--- config.mk ---
export PLATFORM = sky130hd
export DESIGN_NAME = regfile_port_arbiter_flat
export DESIGN_NICKNAME = d
export VERILOG_FILES = /design/src/rtl/regfile_pkg.sv /design/src/rtl/regfile_port_arbiter_if.sv /design/src/rtl/rr_arb2.sv /design/src/rtl/regfile_port_arbiter.sv /design/src/flat_wrapper.sv
export SDC_FILE = /design/constraint.sdc
export NUM_CORES = 1
export LEC_CHECK = 0
export CAP_MARGIN = 20
export CORE_MARGIN = 3
export CORE_UTILIZATION = 30
export DETAILED_ROUTE_END_ITERATION = 8
export GPL_TIMING_DRIVEN = 0
export PLACE_DENSITY = 0.69
export SETUP_SLACK_MARGIN = 0.15
export SLEW_MARGIN = 20
export SYNTH_ARGS = -nofsm -noshare
export SYNTH_HDL_FRONTEND = slang
export SYNTH_SLANG_ARGS = --single-unit
--- constraint.sdc ---
create_clock -name clk -period 2.39 [get_ports clk]
set_input_delay 0.3585 -clock clk [delete_from_list [all_inputs] [get_ports clk]]
set_output_delay 0.3585 -clock clk [all_outputs]
set_load 0.02 [all_outputs]
--- src/rtl/regfile_pkg.sv ---
// regfile_pkg: shared definitions for the picoMIPS register-file port arbiter.
//   - DATA_BUS_SIZE fallback width (8) when the build does not define it.
//   - Register-file special addresses: zero, input port, output port.
//   - rf_req_t:  one requester's access bundle at default widths.
//   - owner_t:   which requester owns the port in a cycle.
//   - is_read_only(): true for the addresses a write must never reach.
`ifndef DATA_BUS_SIZE
`define DATA_BUS_SIZE 8
`endif

package regfile_pkg;

  localparam int DATA_W    = `DATA_BUS_SIZE;
  localparam int RF_ADDR_W = 3;

  localparam int REG_ZERO    = 0;  // hard-wired zero register
  localparam int REG_INPORT  = 1;  // driven by the input port, not writable
  localparam int REG_OUTPORT = 2;  // output port register, writable

  typedef struct packed {
    logic                 req;
    logic                 we;
    logic [RF_ADDR_W-1:0] addr;
    logic [DATA_W-1:0]    wdata;
  } rf_req_t;

  typedef enum logic {
    OWNER_A = 1'b0,
    OWNER_B = 1'b1
  } owner_t;

  function automatic logic is_read_only(input int unsigned addr);
    return (addr == REG_ZERO) || (addr == REG_INPORT);
  endfunction

endpackage

--- src/rtl/regfile_port_arbiter_if.sv ---
// regfile_port_arbiter_if: bundle of the two requester ports, the register-file
// drive and the violation reporting of the arbiter.
//
// Handshake: a requester raises req with we/addr/wdata (B also lock) and
// holds them stable until gnt is seen high in the same cycle; gnt is
// combinational and the access is consumed in the cycle gnt is high. For a
// granted read, rvalid is high for exactly one cycle, the cycle after the
// grant, with rdata; rdata keeps its value until the next read completes.
//
// Modports:
//   slave  - the arbiter (consumes requests and rf_rs_data, drives the rest)
//   master - requesters plus register file (the opposite directions)
interface regfile_port_arbiter_if #(
  parameter int N      = `DATA_BUS_SIZE,
  parameter int ADDR_W = 3,
  parameter int CNT_W  = 8
);
  logic              a_req, a_we, a_gnt, a_rvalid;
  logic [ADDR_W-1:0] a_addr;
  logic [N-1:0]      a_wdata, a_rdata;
  logic              b_req, b_we, b_gnt, b_rvalid, b_lock;
  logic [ADDR_W-1:0] b_addr;
  logic [N-1:0]      b_wdata, b_rdata;
  logic              rf_w;
  logic [ADDR_W-1:0] rf_r_dest, rf_r_source;
  logic [N-1:0]      rf_write_data, rf_rs_data;
  logic              ro_violation;
  logic [CNT_W-1:0]  viol_count;

  modport slave (
    input  a_req, a_we, a_addr, a_wdata,
    input  b_req, b_we, b_addr, b_wdata, b_lock,
    input  rf_rs_data,
    output a_gnt, a_rvalid, a_rdata,
    output b_gnt, b_rvalid, b_rdata,
    output rf_w, rf_r_dest, rf_r_source, rf_write_data,
    output ro_violation, viol_count
  );

  modport master (
    output a_req, a_we, a_addr, a_wdata,
    output b_req, b_we, b_addr, b_wdata, b_lock,
    output rf_rs_data,
    input  a_gnt, a_rvalid, a_rdata,
    input  b_gnt, b_rvalid, b_rdata,
    input  rf_w, rf_r_dest, rf_r_source, rf_write_data,
    input  ro_violation, viol_count
  );
endinterface

--- src/rtl/rr_arb2.sv ---
// rr_arb2: two-way round-robin arbiter with a lock override for requester B
// and a watchdog that bounds how long a lock may starve requester A.
//   clk, n_reset : clock, asynchronous active-low reset
//   req[1:0]     : requests, bit 0 = A, bit 1 = B
//   lock         : B asks to keep the port (only meaningful with req[1])
//   gnt[1:0]     : one-hot grant, same cycle (combinational)
//   owner        : requester granted this cycle (OWNER_A when idle)
module rr_arb2
  import regfile_pkg::*;
#(
  parameter int LOCK_MAX = 16
) (
  input  logic       clk,
  input  logic       n_reset,
  input  logic [1:0] req,
  input  logic       lock,
  output logic [1:0] gnt,
  output owner_t     owner
);

  localparam int CW = $clog2(LOCK_MAX + 1);

  owner_t          last_q;
  logic [CW-1:0]   lock_cnt_q, lock_cnt_d;
  logic            lock_win;

  always_comb begin
    gnt        = 2'b00;
    lock_cnt_d = '0;
    // Once the counter reaches LOCK_MAX the lock stops overriding; with A
    // waiting, plain round-robin then hands A the slot because B won last.
    lock_win   = req[1] & lock & (lock_cnt_q < CW'(LOCK_MAX));
    if (lock_win)        gnt = 2'b10;
    else if (&req)       gnt = (last_q == OWNER_B) ? 2'b01 : 2'b10;
    else if (req[0])     gnt = 2'b01;
    else if (req[1])     gnt = 2'b10;
    owner = gnt[1] ? OWNER_B : OWNER_A;
    // Locked B grants count up and hold at LOCK_MAX (B alone keeps going);
    // anything else -- an A grant, an unlocked cycle, an idle cycle -- clears.
    if (gnt[1] && lock) begin
      if (lock_cnt_q < CW'(LOCK_MAX)) lock_cnt_d = lock_cnt_q + 1'b1;
      else                            lock_cnt_d = lock_cnt_q;
    end
  end

  always_ff @(posedge clk or negedge n_reset) begin
    if (!n_reset) begin
      last_q     <= OWNER_B;  // A wins the first contention after reset
      lock_cnt_q <= '0;
    end else begin
      lock_cnt_q <= lock_cnt_d;
      if (|gnt) last_q <= owner;
    end
  end

endmodule

--- src/rtl/regfile_port_arbiter.sv ---
// regfile_port_arbiter: shares the single picoMIPS register-file access path
// between the core datapath (A) and the boot loader / debug port (B).
//   clk, n_reset : clock, asynchronous active-low reset
//   bus (slave)  : requester ports, register-file drive, read data return,
//                  read-only violation pulse and saturating violation count
// Parameters: N data width, ADDR_W register address width, LOCK_MAX bound on
// consecutive locked B grants, CNT_W violation counter width.
module regfile_port_arbiter
  import regfile_pkg::*;
#(
  parameter int N        = `DATA_BUS_SIZE,
  parameter int ADDR_W   = 3,
  parameter int LOCK_MAX = 16,
  parameter int CNT_W    = 8
) (
  input  logic                  clk,
  input  logic                  n_reset,
  regfile_port_arbiter_if.slave bus
);

  logic [1:0]        gnt;
  owner_t            owner;
  logic              any_gnt;
  logic              win_we;
  logic [ADDR_W-1:0] win_addr;
  logic [N-1:0]      win_wdata;
  logic              ro_hit;

  rr_arb2 #(.LOCK_MAX(LOCK_MAX)) u_arb (
    .clk     (clk),
    .n_reset (n_reset),
    .req     ({bus.b_req, bus.a_req}),
    .lock    (bus.b_lock),
    .gnt     (gnt),
    .owner   (owner)
  );

  assign bus.a_gnt = gnt[0];
  assign bus.b_gnt = gnt[1];

  always_comb begin
    any_gnt   = |gnt;
    win_we    = 1'b0;
    win_addr  = '0;
    win_wdata = '0;
    if (any_gnt) begin
      win_we    = (owner == OWNER_B) ? bus.b_we    : bus.a_we;
      win_addr  = (owner == OWNER_B) ? bus.b_addr  : bus.a_addr;
      win_wdata = (owner == OWNER_B) ? bus.b_wdata : bus.a_wdata;
    end
    // A write to zero/inport is still granted and consumed, but suppressed.
    ro_hit = any_gnt & win_we & is_read_only(32'(win_addr));
  end

  assign bus.rf_w          = any_gnt & win_we & ~ro_hit;
  assign bus.rf_r_dest     = win_addr;
  assign bus.rf_r_source   = win_addr;
  assign bus.rf_write_data = win_wdata;

  always_ff @(posedge clk or negedge n_reset) begin
    if (!n_reset) begin
      bus.a_rvalid     <= 1'b0;
      bus.b_rvalid     <= 1'b0;
      bus.a_rdata      <= '0;
      bus.b_rdata      <= '0;
      bus.ro_violation <= 1'b0;
      bus.viol_count   <= '0;
    end else begin
      bus.a_rvalid     <= gnt[0] & ~bus.a_we;
      bus.b_rvalid     <= gnt[1] & ~bus.b_we;
      if (gnt[0] && !bus.a_we) bus.a_rdata <= bus.rf_rs_data;
      if (gnt[1] && !bus.b_we) bus.b_rdata <= bus.rf_rs_data;
      bus.ro_violation <= ro_hit;
      if (ro_hit && (bus.viol_count != {CNT_W{1'b1}}))
        bus.viol_count <= bus.viol_count + 1'b1;
    end
  end

endmodule

--- src/flat_wrapper.sv ---
// flat-port wrapper written by rule: the top's interface ports become plain ports
module regfile_port_arbiter_flat import regfile_pkg::*;
#(
  parameter int N        = `DATA_BUS_SIZE,
  parameter int ADDR_W   = 3,
  parameter int LOCK_MAX = 16,
  parameter int CNT_W    = 8
)
  (clk, n_reset, bus_a_req, bus_a_we, bus_a_addr, bus_a_wdata, bus_b_req, bus_b_we, bus_b_addr, bus_b_wdata, bus_b_lock, bus_rf_rs_data, bus_a_gnt, bus_a_rvalid, bus_a_rdata, bus_b_gnt, bus_b_rvalid, bus_b_rdata, bus_rf_w, bus_rf_r_dest, bus_rf_r_source, bus_rf_write_data, bus_ro_violation, bus_viol_count);
  regfile_port_arbiter_if #(.N(N), .ADDR_W(ADDR_W), .CNT_W(CNT_W)) bus_i ();
  input  logic clk;
  input  logic n_reset;
  input wire logic [$bits(bus_i.a_req)-1:0] bus_a_req;
  input wire logic [$bits(bus_i.a_we)-1:0] bus_a_we;
  input wire logic [$bits(bus_i.a_addr)-1:0] bus_a_addr;
  input wire logic [$bits(bus_i.a_wdata)-1:0] bus_a_wdata;
  input wire logic [$bits(bus_i.b_req)-1:0] bus_b_req;
  input wire logic [$bits(bus_i.b_we)-1:0] bus_b_we;
  input wire logic [$bits(bus_i.b_addr)-1:0] bus_b_addr;
  input wire logic [$bits(bus_i.b_wdata)-1:0] bus_b_wdata;
  input wire logic [$bits(bus_i.b_lock)-1:0] bus_b_lock;
  input wire logic [$bits(bus_i.rf_rs_data)-1:0] bus_rf_rs_data;
  output wire logic [$bits(bus_i.a_gnt)-1:0] bus_a_gnt;
  output wire logic [$bits(bus_i.a_rvalid)-1:0] bus_a_rvalid;
  output wire logic [$bits(bus_i.a_rdata)-1:0] bus_a_rdata;
  output wire logic [$bits(bus_i.b_gnt)-1:0] bus_b_gnt;
  output wire logic [$bits(bus_i.b_rvalid)-1:0] bus_b_rvalid;
  output wire logic [$bits(bus_i.b_rdata)-1:0] bus_b_rdata;
  output wire logic [$bits(bus_i.rf_w)-1:0] bus_rf_w;
  output wire logic [$bits(bus_i.rf_r_dest)-1:0] bus_rf_r_dest;
  output wire logic [$bits(bus_i.rf_r_source)-1:0] bus_rf_r_source;
  output wire logic [$bits(bus_i.rf_write_data)-1:0] bus_rf_write_data;
  output wire logic [$bits(bus_i.ro_violation)-1:0] bus_ro_violation;
  output wire logic [$bits(bus_i.viol_count)-1:0] bus_viol_count;
  assign bus_i.a_req = bus_a_req;
  assign bus_i.a_we = bus_a_we;
  assign bus_i.a_addr = bus_a_addr;
  assign bus_i.a_wdata = bus_a_wdata;
  assign bus_i.b_req = bus_b_req;
  assign bus_i.b_we = bus_b_we;
  assign bus_i.b_addr = bus_b_addr;
  assign bus_i.b_wdata = bus_b_wdata;
  assign bus_i.b_lock = bus_b_lock;
  assign bus_i.rf_rs_data = bus_rf_rs_data;
  assign bus_a_gnt = bus_i.a_gnt;
  assign bus_a_rvalid = bus_i.a_rvalid;
  assign bus_a_rdata = bus_i.a_rdata;
  assign bus_b_gnt = bus_i.b_gnt;
  assign bus_b_rvalid = bus_i.b_rvalid;
  assign bus_b_rdata = bus_i.b_rdata;
  assign bus_rf_w = bus_i.rf_w;
  assign bus_rf_r_dest = bus_i.rf_r_dest;
  assign bus_rf_r_source = bus_i.rf_r_source;
  assign bus_rf_write_data = bus_i.rf_write_data;
  assign bus_ro_violation = bus_i.ro_violation;
  assign bus_viol_count = bus_i.viol_count;
  regfile_port_arbiter #(.N(N), .ADDR_W(ADDR_W), .LOCK_MAX(LOCK_MAX), .CNT_W(CNT_W)) u_core (.clk(clk), .n_reset(n_reset), .bus(bus_i));
endmodule
==> summary.txt <==
Die
  – Height of the die: 79.18 um
  – Core area: 0.005140 mm^2
  – Total die area: 0.006269 mm^2
  – Initial Utilization: 0.3126
  – Site Rows: 26
  – Boundary Pins: 81
  – Die X: 79.18 um

Clock network
  – CTS tree: done
  – H-tree levels: 2
  – Root buffer selected by CTS: clkbuf_8
  – Clk buf depth: 2
  – Clock latency on the worst-skew pair: 0.27 ns
  – CTS Buf Count: 5
  – CTS clk-pin slew, worst paths: 0.07 ns
  – Clock sink count: 33

Hold path
  – Worst Hold Depth: 2
  – Worst Hold Endpoint: u_core.u_arb.last_q$_DFFE_PN1P_
  – Min-delay src: bus_a_req
  – Hold/Removal Path Class: primary input to register

Timing
  – Setup ws final: 0.2492 ns
  – Final setup viols: 0
  – Skew final: 0.002900 ns
  – Worst Tran Pin Value: 0.5484 ns
  – Normalized max-slew margin: 0.6344
  – Final Hold Viols: 0
  – Final worst-path cycle share: 0.8957
  – Fmax: 467.1 MHz
  – Tmin final: 2.141 ns
  – RSZ-0062 raised after global routing: false
  – Max-slew violation count: 0

Drt
  – Wire per inst: 12.71 um
  – Drt drc: 0
  – Total number of vias: 1,419
  – Routed WL: 4016 um
  – Pre-Repair DR Iteration Count: 4
  – Post-DRT Antenna Nets: 0
  – Vias per cell: 4.491
  – Initial DRC Count: 59

Layout
  – Area Overhead vs Synth: 65.89%
  – Final net count: 285
  – N_diodes: 0
  – Share of cells above drive strength 1: 0.2398
  – Post-Layout Cell Count: 316
  – Fin area: 0.002665 mm^2

Logic synthesis
  – Synth warn: 0
  – FF+latch count, synth: 33
  – Post-synthesis cell type count: 34
  – Cells after synthesis: 152
  – Mapped Area: 0.001607 mm^2
  – Mean Syn Cell Area: 10.57 um^2
  – Syn nets: 191
  – Register area share after synthesis: 0.5148

Power and ir drop
  – Peak supply drop: 352.5 uV
  – Leakage: 1.254 nW
  – Net Sw Power: 584.9 uW
  – Clock network fraction of design power: 0.262
  – Sw Ratio: 0.3098
  – Pwr Density: 708.4 mW/mm^2
  – Comb power frac: 0.350
  – Int Power: 1.303 mW
  – Sequential share of power: 0.389

Placed design
  – Post-Place Setup Slack: -0.6139 ns
  – Dpl cells: 303
  – DP HPWL: 3054 um
  – PortBufs: 80
  – Gpl congestion: 0.8447
  – Area after DPL: 0.002517 mm^2

Global routing
  – Largest net degree at the start of global routing: 22
  – GRT overflow: 0
  – First-pass GRT wire length: 6817 um
  – GR Util All Layers: 0.1362
  – Initial antenna violation count: 0
  – Vias in the first global route: 1,406

Flow run
  – Max-cap violations: 0

Setup path
  – Crit end category: output port
  – Worst Reg-to-Reg Cells: 7
  – CP Max Fanout: 10
  – R2R Path End: u_core.bus.viol_count[1]$_DFFE_PN0P_
  – CP max stage cell: dfrtp_2
  – Critical path type: register to output port
  – Critical Path RT: 2.03 ns
  – Worst r2r src: u_core.u_arb.lock_cnt_q[4]$_DFFE_PN0P_
  – R2r setup slk: 0.53 ns
  – Critical path's largest stage delay: 0.42 ns
  – CP cell instances: nand2b_1 -> a31o_1 -> buf_6 -> inv_4 -> buf_8 -> nand2_1 -> nand2_1 -> buf_4 -> buf_4
  – CP arrival: 1.78 ns
  – CP startpoint kind: register

Run status
  – Status: completed
-- Yosys cell counts --
cell	n	area [um^2]
a21boi_0	1	7.510
a21oi_1	2	10.01
a31o_1	1	8.760
a31oi_1	1	6.260
a41oi_1	1	8.760
and2_1	1	6.260
and2b_1	1	7.510
and3_1	1	6.260
buf_4	3	22.52
buf_6	1	11.26
clkbuf_1	4	15.01
dfrtp_1	32	800.8
dfstp_2	1	26.28
ha_1	2	25.02
inv_1	4	15.01
inv_2	1	3.750
mux2_2	16	180.2
mux2_4	2	30.03
mux2i_1	1	10.01
nand2_1	27	101.4
nand2_2	1	6.260
nand2b_1	2	12.51
nand3_1	13	65.06
nand4_1	3	18.77
nand4b_1	1	8.760
nor2_1	10	37.54
nor2_2	1	6.260
nor2b_1	1	6.260
nor3_1	2	10.01
nor4_4	1	21.27
o2111ai_1	2	17.52
o21ai_0	3	15.01
xnor2_1	2	17.52
xor2_1	7	61.31
-- worst max path at each step --
stage                                           startpoint                  to  slack, ns  cells after the start
floorplan           u_core.u_arb.lock_cnt_q[4]$_DFFE_PN0P_  bus_rf_r_source[0]       0.16                      8
global placement                                bus_b_lock  bus_rf_r_source[0]      -0.64                     10
detailed placement                              bus_b_lock  bus_rf_r_source[1]      -0.61                     10
CTS                                             bus_b_lock  bus_rf_r_source[1]       0.02                     10
global route        u_core.u_arb.lock_cnt_q[4]$_DFFE_PN0P_  bus_rf_r_source[2]       0.15                      8
finish              u_core.u_arb.lock_cnt_q[4]$_DFFE_PN0P_  bus_rf_r_source[1]       0.25                      9
-- worst max-delay path: cells and delay by family (launching register included) --
family,cells,cell delay [ns]
DFF,1,0.42
AOI/OAI and AO/OA,1,0.23
buffers and inverters,5,0.56
and+or+nand+nor,3,0.29
-- registers in the layout (all words and copies together), names as in the netlist --
| signal | count |
|---|---|
| u_core.bus.a_rdata | 8 |
| u_core.bus.a_rvalid | 1 |
| u_core.bus.b_rdata | 8 |
| u_core.bus.b_rvalid | 1 |
| u_core.bus.ro_violation | 1 |
| u_core.bus.viol_count | 8 |
| u_core.u_arb.last_q | 1 |
| u_core.u_arb.lock_cnt_q | 5 |
-- power by group through the flow --
stage / sequential, mW / combinational [mW] / clock (mW)
2_1_floorplan: 0.846 / 0.210 / 0
3_3_place_gp: 0.742 / 0.659 / 0
3_5_place_dp: 0.746 / 0.670 / 0
4_1_cts: 0.736 / 0.661 / 0.515
5_1_grt: 0.752 / 0.711 / 0.539
6_report: 0.734 / 0.660 / 0.494
-- through the flow --
stage / hold WS [ns] / total power [mW] / setup TNS, ns / utilization
4_1_cts: 0.4936 / 1.912 / 0 / 0.5066
3_3_place_gp: 0.4777 / 1.401 / -7.791 / 0.4854
3_5_place_dp: 0.2815 / 1.417 / -7.335 / 0.4898
6_report: 0.3659 / 1.888 / 0 / 0.5185
2_1_floorplan: 0.06291 / 1.056 / 0 / -
5_1_grt: 0.4280 / 2.002 / 0 / 0.5185
-- repair_timing --
action,CTS,global route
hold buffers,1,0
setup buffers,0,5
setup endpoints to repair,16,16
endpoints found under the hold margin,12,0
resized for setup,62,13
-- layout by cell type, fill, tap and decap left out, drive strengths merged, types with 2 or more instances in the layout --
cell type      synthesis  final
inv                    5      5
o2111ai                2      2
dlymetal6s2s           0      3
nand4                  3      3
clkdlybuf4s15          0      2
ha                     2      2
mux2                  18     18
dlygate4sd2            0      3
clkbuf                 4      6
dfrtp                 32     32
buf                    4     25
nand2b                 2      2
xnor2                  2      2
nand2                 28     28
a21oi                  2      2
clkdlybuf4s50          0     60
nor2                  11     11
nand3                 13     13
o21ai                  3      3
nor3                   2      2
xor2                   7      7
-- logic make-up (layout without fill, tap and decap cells) --
family,after synthesis,in the layout,synth area share
AND/OR/NAND/NOR,65,65,0.1955
AO/OA/AOI/OAI,11,11,0.04596
flip-flops,33,33,0.5148
buffers and inverters,13,107,0.04205
XOR/XNOR,9,9,0.04907
adder cells (fa/ha/maj),2,2,0.01557
multiplexers,19,19,0.1371
-- cell type report --
type / instances / area [um^2]
Timing Repair Buffer: 87 / 825.8
Clock inverter: 2 / 35.03
Sequential cell: 33 / 828.3
Buffer: 8 / 75.07
Clock buffer: 5 / 68.82
Tap cell: 70 / 87.58
Fill cell: 500 / 2475
Inverter: 5 / 21.27
Multi-Input combinational cell: 106 / 723.2
-- layer usage --
metal,global-route usage,share of wire,wire [um],vias to the layer above
li1,-,-,-,705
met1,0.1733,0.44,1775,675
met2,0.2281,0.51,2029,35
met3,0.03288,0.045,180,4
met4,0.04124,0.0077,31,0
met5,0,0,0,-
Power figures use the tool's default switching activity.
